==> src/rtl/pwm_led_sched.sv <==
// Round-robin time-slice scheduler sharing one breathing-LED PWM channel among N_REQ requesters.
// Optional urgent requester 0 behaviour is enabled by defining PWM_LED_SCHED_PRIO0_EN.
module pwm_led_sched #(
  parameter int N_REQ          = 4,
  parameter int SPEED_W        = 11,
  parameter int SLICE_PERIODS  = 2,
  parameter int STARTUP_CYCLES = 256
) (
  input  logic                     i_clk,
  input  logic                     i_rstn,
  input  logic [N_REQ-1:0]         i_req,
  input  logic [N_REQ*SPEED_W-1:0] i_speed,
  input  logic                     i_period_done,
  input  logic                     i_duty_zero,
  output logic [N_REQ-1:0]         o_grant,
  output logic                     o_en,
  output logic                     o_fade_out,
  output logic [SPEED_W-1:0]       o_speed,
  output logic                     o_busy
);

  localparam int PTR_W = (N_REQ > 1) ? $clog2(N_REQ) : 1;
  localparam int STW   = $clog2(STARTUP_CYCLES + 1);

  typedef enum logic [1:0] {IDLE, ARB, RUN, DRAIN} state_e;

  state_e             state_q, state_d;
  logic [STW-1:0]     start_q, start_d;
  logic [3:0]         slice_q, slice_d;
  logic [PTR_W-1:0]   ptr_q, ptr_d;
  logic [N_REQ-1:0]   grant_q, grant_d;
  logic [SPEED_W-1:0] speed_q, speed_d;

  logic               startup_done;
  logic               pick_valid;
  logic [PTR_W-1:0]   pick_idx;
  logic [PTR_W-1:0]   cand;
  logic [N_REQ-1:0]   pick_oh;
  logic [SPEED_W-1:0] pick_speed;
  logic               owner_req;
  logic               others_req;
  logic               slice_full;
  logic               urgent;

  assign startup_done = (start_q == STW'(STARTUP_CYCLES));
  assign owner_req    = |(i_req & grant_q);
  assign others_req   = |(i_req & ~grant_q);
  assign slice_full   = (slice_q == 4'(SLICE_PERIODS));

`ifdef PWM_LED_SCHED_PRIO0_EN
  logic req0_q;

  always_ff @(posedge i_clk or negedge i_rstn) begin
    if (!i_rstn) req0_q <= 1'b0;
    else         req0_q <= i_req[0];
  end

  // Only a fresh request from requester 0 preempts a different owner.
  assign urgent = i_req[0] & ~req0_q & ~grant_q[0];
`else
  assign urgent = 1'b0;
`endif

  // Scan from the requester after the last winner, wrapping around.
  always_comb begin
    pick_valid = 1'b0;
    pick_idx   = '0;
    cand       = '0;
    pick_oh    = '0;
    pick_speed = '0;
    for (int j = 0; j < N_REQ; j++) begin
      cand = PTR_W'((int'(ptr_q) + 1 + j) % N_REQ);
      if (!pick_valid && i_req[cand]) begin
        pick_valid = 1'b1;
        pick_idx   = cand;
      end
    end
`ifdef PWM_LED_SCHED_PRIO0_EN
    if (i_req[0]) begin
      pick_valid = 1'b1;
      pick_idx   = '0;
    end
`endif
    for (int k = 0; k < N_REQ; k++) begin
      if (pick_valid && pick_idx == PTR_W'(k)) begin
        pick_oh[k] = 1'b1;
        pick_speed = i_speed[k*SPEED_W +: SPEED_W];
      end
    end
  end

  always_comb begin
    state_d = state_q;
    start_d = startup_done ? start_q : start_q + STW'(1);
    slice_d = slice_q;
    ptr_d   = ptr_q;
    grant_d = grant_q;
    speed_d = speed_q;
    case (state_q)
      IDLE: begin
        if (startup_done && |i_req) state_d = ARB;
      end
      ARB: begin
        if (pick_valid) begin
          grant_d = pick_oh;
          speed_d = pick_speed;
          ptr_d   = pick_idx;
          slice_d = '0;
          state_d = RUN;
        end else begin
          state_d = IDLE;
        end
      end
      RUN: begin
        if (i_period_done && !slice_full) slice_d = slice_q + 4'd1;
        // A drop always wins over a simultaneous period pulse, which is still counted.
        if (!owner_req || (slice_full && others_req) || urgent) state_d = DRAIN;
      end
      DRAIN: begin
        if (i_duty_zero) begin
          grant_d = '0;
          state_d = (|i_req) ? ARB : IDLE;
        end
      end
      default: state_d = IDLE;
    endcase
  end

  always_ff @(posedge i_clk or negedge i_rstn) begin
    if (!i_rstn) begin
      state_q <= IDLE;
      start_q <= '0;
      slice_q <= '0;
      ptr_q   <= PTR_W'(N_REQ - 1);
      grant_q <= '0;
      speed_q <= '0;
    end else begin
      state_q <= state_d;
      start_q <= start_d;
      slice_q <= slice_d;
      ptr_q   <= ptr_d;
      grant_q <= grant_d;
      speed_q <= speed_d;
    end
  end

  assign o_grant    = grant_q;
  assign o_speed    = speed_q;
  assign o_en       = (state_q == RUN) || (state_q == DRAIN);
  assign o_fade_out = (state_q == DRAIN);
  assign o_busy     = (state_q != IDLE);

endmodule

==> config.mk <==
export PLATFORM = sky130hd
export DESIGN_NAME = pwm_led_sched
export DESIGN_NICKNAME = d
export VERILOG_FILES = /design/src/rtl/pwm_led_sched.sv
export SDC_FILE = /design/constraint.sdc
export NUM_CORES = 1
export LEC_CHECK = 0
export CAP_MARGIN = 15
export CORE_MARGIN = 2
export CORE_UTILIZATION = 25
export CTS_CLUSTER_SIZE = 30
export DETAILED_ROUTE_END_ITERATION = 16
export GPL_TIMING_DRIVEN = 0
export PLACE_DENSITY_LB_ADDON = 0.12
export REMOVE_ABC_BUFFERS = 1
export SLEW_MARGIN = 20
export SYNTH_ARGS = -nofsm -noshare
export SYNTH_HDL_FRONTEND = slang
export SYNTH_SLANG_ARGS = --single-unit
export TNS_END_PERCENT = 5
==> constraint.sdc <==
create_clock -name i_clk -period 2 [get_ports i_clk]
set_input_delay 0.3 -clock i_clk [delete_from_list [all_inputs] [get_ports i_clk]]
set_output_delay 0.3 -clock i_clk [all_outputs]
set_load 0.02 [all_outputs]
==> results of run 1 <==
## cells in the final DEF, fill, tap and decap left out, drive strengths merged, types with 4 or more instances in the layout
| cell | n |
|---|---|
| xnor2 | 7 |
| buf | 8 |
| a21oi | 35 |
| o2bb2ai | 11 |
| clkbuf | 8 |
| nor2b | 4 |
| nor2 | 18 |
| ha | 4 |
| nand2 | 18 |
| nand3 | 15 |
| a22o | 4 |
| clkdlybuf4s50 | 65 |
| inv | 9 |
| o21ai | 13 |
| dfrtp | 30 |
## power by group
group	internal [W]	switching, W	total (W)
combinational	0.000947	0.000978	0.00192
clock	0.000314	0.000232	0.000546
sequential	0.000874	0.000225	0.00110
total	0.00213	0.00143	0.00357
## worst paths after layout
path	startpoint	end	slack (ns)	depth (start not counted)
max in group asynchronous	i_rstn	ptr_q[0]	1.01	3
worst max register to register	ptr_q[1]	o_speed[10]	0.13	6
worst max-delay path	register	o_busy	0.09	2
min in group asynchronous	i_rstn	start_q[6]	0.48	2
worst min register to register	start_q[8]	start_q[8]	0.47	1
worst min-delay path	start_q[8]	start_q[8]	0.47	1
## worst reg2reg max path: stages, from the launching register on
cell and delay, ns:
dfstp_2 0.67, mux2_2 0.38, a22oi_2 0.21, buf_12 0.16, nand3_1 0.09, o2bb2ai_1 0.17
a21oi_1 0.13
## logic make-up (layout without fill, tap and decap cells)
family | after synthesis | after routing | share of synthesized area, %
buf+inv | 24 | 94 | 6.86
compound gates | 76 | 76 | 24.5
xor+xnor | 9 | 9 | 4.04
simple gates | 71 | 71 | 19.3
fa+ha+maj | 4 | 4 | 2.56
flops | 32 | 32 | 41.2
mux | 3 | 3 | 1.60
## area by class of cell
| class | instances | area [um2] | area share, % |
|---|---|---|---|
| clock buffers | 8 | 100 | 3.46 |
| flip-flops and latches | 32 | 805 | 27.8 |
| repair buffers | 77 | 790 | 27.3 |
| inverters | 9 | 33.8 | 1.17 |
| multi-input cells | 163 | 1040 | 35.9 |
| well taps | 102 | 128 | 4.41 |
## synth_stat cells, drive strengths merged, types with 2 or more instances
library cell / n
o21ai: 13
nor3b: 3
ha: 4
a22o: 4
a22oi: 2
a21oi: 35
nand3: 15
nor2: 18
nor4: 2
buf: 13
clkbuf: 2
nand4: 3
nand2: 18
a21o: 2
o2bb2ai: 11
inv: 9
mux2i: 2
nor2b: 4
and2: 2
dfrtp: 30
o22ai: 3
xnor2: 7
xor2: 2
dfstp: 2
## registers in the layout, summed over array words and instances, names as in the netlist, named ones only
signal   cells
state_q      1
o_grant      4
slice_q      4
o_speed     11
ptr_q        2
start_q      9
## repair_timing
item	in CTS	in global routing
setup endpoints to repair	18	13
hold endpoints to repair	15	0
cloned	0	0
pin swaps	2	1
resized for setup	7	4
hold buffers	1	0
setup buffers	4	2
## routing by layer
layer  up-vias  wire, um  GRT usage, %
li1        919         -             -
met1       859      2620          18.1
met2        55      2620          21.5
met3         7       378          4.72
met4         0        48          3.73
met5         -         0             0
## stage by stage
stage	setup WS (ns)	hold slack (ns)	util, %	cells	total power [W]
after CTS	0.0239	0.479	37.3	389	0.00353
after global placement	-0.618	0.468	34.9	375	0.00288
after detailed placement	-0.620	0.265	35.2	376	0.00288
after floorplan	0.181	0.00441	-	204	0.00210
final	0.0886	0.471	37.9	391	0.00357
after global routing	0.00961	0.504	37.9	391	0.00385
==> flow_summary_export.csv, run 1 <==
group,metric,value,unit
worst_setup_path,worstPathArrival,1.61,ns
clock_network,cts_buffers,5,
clock_network,clkTransAtPathRegs,0.06,ns
clock_network,clock-sinks,32,
timing,drv_slew,0,
power_and_ir_drop,worst_ir_drop_vdd,0.470,mV
synthesis,synth.cell_area,0.00195,mm2
power_and_ir_drop,leakage,1.17,nW
worst_setup_path,crit_family,"buffers and inverters",
worst_setup_path,path_cells,"or2_2 -> clkdlybuf4s50_1",
routing,antenna_left,0,
synthesis,synth.top_cells.by_area,"dfrtp_1 38%, a21oi_1 9.0%, o2bb2ai_1 4.9%",
synthesis,ys_seq_area_share,41.2,%
worst_setup_path,start_kind,"register",
synthesis,synth_seq_cells,32,
grt,grt.overflow.total,0,
synthesis,synth_edf_count,0,
grt,antenna_found_initial,0,
synthesis,synth_ff_type,"dfrtp_1",
synthesis,synth_top_area_share,38.5,%
timing,final_hold_viol_count,0,
worst_setup_path,required,1.70,ns
worst_setup_path,path_class,"register to output pin",
routing,drtIter0Drc,40,
die,ios,70,
die,coreArea,0.00765,mm2
clock_network,clock_path_buffers,2,
worst_setup_path,critPathBufInv,1,
routing,first_pass_iters,4,
place,dp_hpwl,3980,um
layout,synthToLayoutAreaGrowth,48.4,%
timing,fin_crit_sh,95.6,%
synthesis,syn_area_per_cell,8.91,um2
power_and_ir_drop,p_per_area,1230,mW/mm2
place,placedInstanceArea,0.00269,mm2
clock_network,tritoncts,"yes",
worst_setup_path,crit_path_max_fanout,12,
synthesis,synthCells,219,
worst_setup_path,cp-end-kind,"output pin",
routing,totalWireLength,5660,um
synthesis,yosysWarnings,0,
die,initial_core_util,25.5,%
layout,nFillCells,789,
routing,num_vias,1840,
die,die-height,92.4,um
layout,drive_gt1_share,9.69,%
clock_network,h-tree-depth,2,
timing,max_slew_margin,68.1,%
die,die_x,92.4,um
place,portBuffers,69,
die,dieArea,0.00853,mm2
clock_network,root_buffer,"clkbuf_8",
grt,grt_pass1_vias,1792,
routing,route.detailed.drc,0,
layout,finalInstanceArea,0.00290,mm2
routing,vias_per_cell,4.71,
die,fp-row-count,32,
timing,clock-skew-final,0.00818,ns
layout,diodes,0,
layout,final_nets,344,
timing,fmax,523,MHz
status,status,"finished, final reports clean",
clock_network,worstSkewPairLatency,0.28,ns
worst_setup_path,slowest_stage,"clkdlybuf4s50_1",
place,place_congestion,0.729,
synthesis,netlist.top_cell.by_area,"dfrtp_1",
timing,worst_pin_slew,0.479,ns
synthesis,synthDistinctLibCells,43,
grt,grt_pass1_wl,9110,um
grt,grt_max_degree,20,
synthesis,synthArstFlopShare,100,%
job,drv_cap,0,
timing,rsz0062_at_grt,"no",
timing,fin_crit,1.91,ns
worst_setup_path,max_stage_delay,0.53,ns
routing,wire_per_inst,14.5,um
worst_hold_path,hold_class,"register to register",
timing,fin_setup_tns,0,ns
timing,finalSetupViolations,0,
grt,grtUsageTotal,13.7,%
No activity file was read; power rests on OpenSTA's default activity.
==> inputs of run 2 (changes only) <==
==> constraint.sdc (replaced) <==
create_clock -name i_clk -period 1.7 [get_ports i_clk]
set_input_delay 0.255 -clock i_clk [delete_from_list [all_inputs] [get_ports i_clk]]
set_output_delay 0.255 -clock i_clk [all_outputs]
set_load 0.02 [all_outputs]
==> flow_summary_export.csv, run 2 (synthesized netlist as in run 1, its figures left out) <==
group,metric,value,unit
power_and_ir_drop,p_seq_share,29.5,%
place,place_congestion,0.729,
clock_network,root_buffer,"clkbuf_8",
die,initial_core_util,25.5,%
worst_setup_path,cp-end-kind,"register",
routing,route.detailed.drc,0,
worst_setup_path,crit_path_max_fanout,12,
timing,fmax,576,MHz
worst_setup_path,start_kind,"register",
worst_setup_path,crit_family,"compound AO/OA/AOI/OAI gates",
status,violations,"negative setup slack",
grt,grt_pass1_wl,9270,um
layout,diodes,0,
place,dp_slack,-0.875,ns
routing,drtIter0Drc,46,
die,ios,70,
worst_setup_path,reg2reg_from,"ptr_q[1]",
power_and_ir_drop,leakage,1.22,nW
timing,final_hold_viol_count,0,
layout,finalNonFillerCells,396,
worst_setup_path,r2r_cells,6,
die,coreArea,0.00765,mm2
die,die-height,92.4,um
routing,num_vias,1885,
timing,setup_slack,-0.0351,ns
clock_network,clkTransAtPathRegs,0.07,ns
layout,drive_gt1_share,14.6,%
routing,first_pass_iters,4,
grt,grt_pass1_vias,1842,
worst_setup_path,path_cells,"buf_4 -> o21ai_0 -> a22o_2 -> a21oi_1 -> o2bb2ai_2 -> a21oi_1",
worst_setup_path,max_stage_delay,0.60,ns
worst_setup_path,worstPathArrival,1.90,ns
power_and_ir_drop,clockPowerShare,14.9,%
layout,largest_reg_flops,11,
place,portBuffers,69,
clock_network,tritoncts,"yes",
timing,fin_crit,1.74,ns
die,die_x,92.4,um
timing,drv_slew,0,
place,post-place-cells,376,
layout,final_nets,349,
power_and_ir_drop,p_per_area,1450,mW/mm2
routing,wire_per_inst,14.4,um
clock_network,worstSkewPairLatency,0.28,ns
clock_network,clock_path_buffers,2,
timing,worst_pin_slew,0.492,ns
worst_setup_path,path_class,"register to register",
grt,grt.overflow.total,0,
timing,finalSetupViolations,10,
worst_setup_path,required,1.87,ns
power_and_ir_drop,swShare,40.0,%
layout,final_cell_mix,"61 x clkdlybuf4s50_1, 32 x a21oi_1, 28 x dfrtp_1",
timing,fin_crit_sh,102,%
routing,antenna_left,0,
worst_setup_path,r2r_setup_slack,-0.04,ns
die,dieArea,0.00853,mm2
timing,clock-skew-final,0.00735,ns
die,fp-row-count,32,
power_and_ir_drop,worst_ir_drop_vdd,0.587,mV
grt,grt_max_degree,18,
timing,max_slew_margin,67.2,%
worst_setup_path,slowest_stage,"dfstp_2",
power_and_ir_drop,comb_power_share,55.5,%
clock_network,clock-sinks,32,
clock_network,h-tree-depth,2,
grt,antenna_found_initial,0,
routing,totalWireLength,5710,um
worst_hold_path,hold_class,"input pin to async pin",
clock_network,cts_buffers,5,
worst_setup_path,rr_endpoint,"o_speed[10]",
layout,synthToLayoutAreaGrowth,52.6,%
power_and_ir_drop,p_sw,0.00173,W
status,status,"finished, violations left",
place,dp_hpwl,3980,um
grt,grtUsageTotal,13.8,%
job,drv_cap,0,
layout,nFillCells,786,
timing,rsz0062_at_grt,"yes",
worst_setup_path,cp_common_cell,"a21oi_1",
layout,final_common_cell,"clkdlybuf4s50_1",
power_and_ir_drop,cell_internal_pwr,0.00259,W
routing,vias_per_cell,4.76,
worst_setup_path,critPathBufInv,1,
## run 2: changes by cell type in the layout (fill, tap and decap cells not counted), moves of 3 or more
| cell | before | now |
|---|---|---|
| buf_4 | 4 | 9 |
| o2bb2ai_1 | 11 | 8 |
| o2bb2ai_2 | 0 | 3 |
| clkdlybuf4s50_1 | 65 | 61 |
## run 2: what timing repair did
action | in CTS | in global routing
setup buffers | 6 | 5
pin swaps | 3 | 2
endpoints found under the hold margin | 15 | 0
hold buffers | 1 | 0
gates cloned | 0 | 0
setup endpoints to repair | 25 | 18
gates resized for setup | 16 | 10
## run 2: how the worst max path moves through the flow
stage / startpoint / endpoint / slack (ns) / depth (start not counted)
2_1_floorplan: ptr_q[1] / o_speed[0] / -0.12 / 5
3_3_place_gp: i_req[3] / o_speed[10] / -0.87 / 6
3_5_place_dp: i_req[3] / o_speed[10] / -0.87 / 5
4_1_cts: ptr_q[1] / o_speed[10] / -0.13 / 6
5_1_grt: ptr_q[1] / o_speed[4] / -0.11 / 6
6_report: ptr_q[1] / o_speed[10] / -0.04 / 6
## run 2: metal layers
metal | share of wire [%] | routed length, um | track usage, % | up-vias
li1 | - | - | - | 926
met1 | 44 | 2530 | 18.0 | 895
met2 | 48 | 2730 | 21.8 | 57
met3 | 7.0 | 401 | 4.80 | 7
met4 | 0.84 | 48 | 3.86 | 0
met5 | 0 | 0 | 0 | -
## run 2: cell type report
class | count | area [um2] | area share, %
sequential | 32 | 806 | 27.0
tap | 102 | 128 | 4.28
multi-input combinational | 163 | 1080 | 36.3
clock buffer | 8 | 100 | 3.36
timing repair buffer | 82 | 830 | 27.8
inverter | 9 | 33.8 | 1.13
## run 2: metrics by stage
step | hold WS [ns] | TNS [ns] | util [%] | cell area [um2] | power (W)
2_1_floorplan | -0.0406 | -1.34 | - | 1850 | 0.00247
3_3_place_gp | 0.468 | -28.87 | 34.9 | 2670 | 0.00339
3_5_place_dp | 0.220 | -15.63 | 35.2 | 2690 | 0.00339
4_1_cts | 0.455 | -1.09 | 38.0 | 2900 | 0.00425
5_1_grt | 0.488 | -0.917 | 39.0 | 2980 | 0.00466
6_report | 0.439 | -0.140 | 39.0 | 2980 | 0.00433
## run 2: power by group through the flow
stage	registers, W	logic [W]	clock network, W
2_1_floorplan	0.00146	0.00101	0
3_3_place_gp	0.00129	0.00209	0
3_5_place_dp	0.00130	0.00209	0
4_1_cts	0.00130	0.00228	0.000666
5_1_grt	0.00131	0.00263	0.000712
6_report	0.00128	0.00240	0.000646
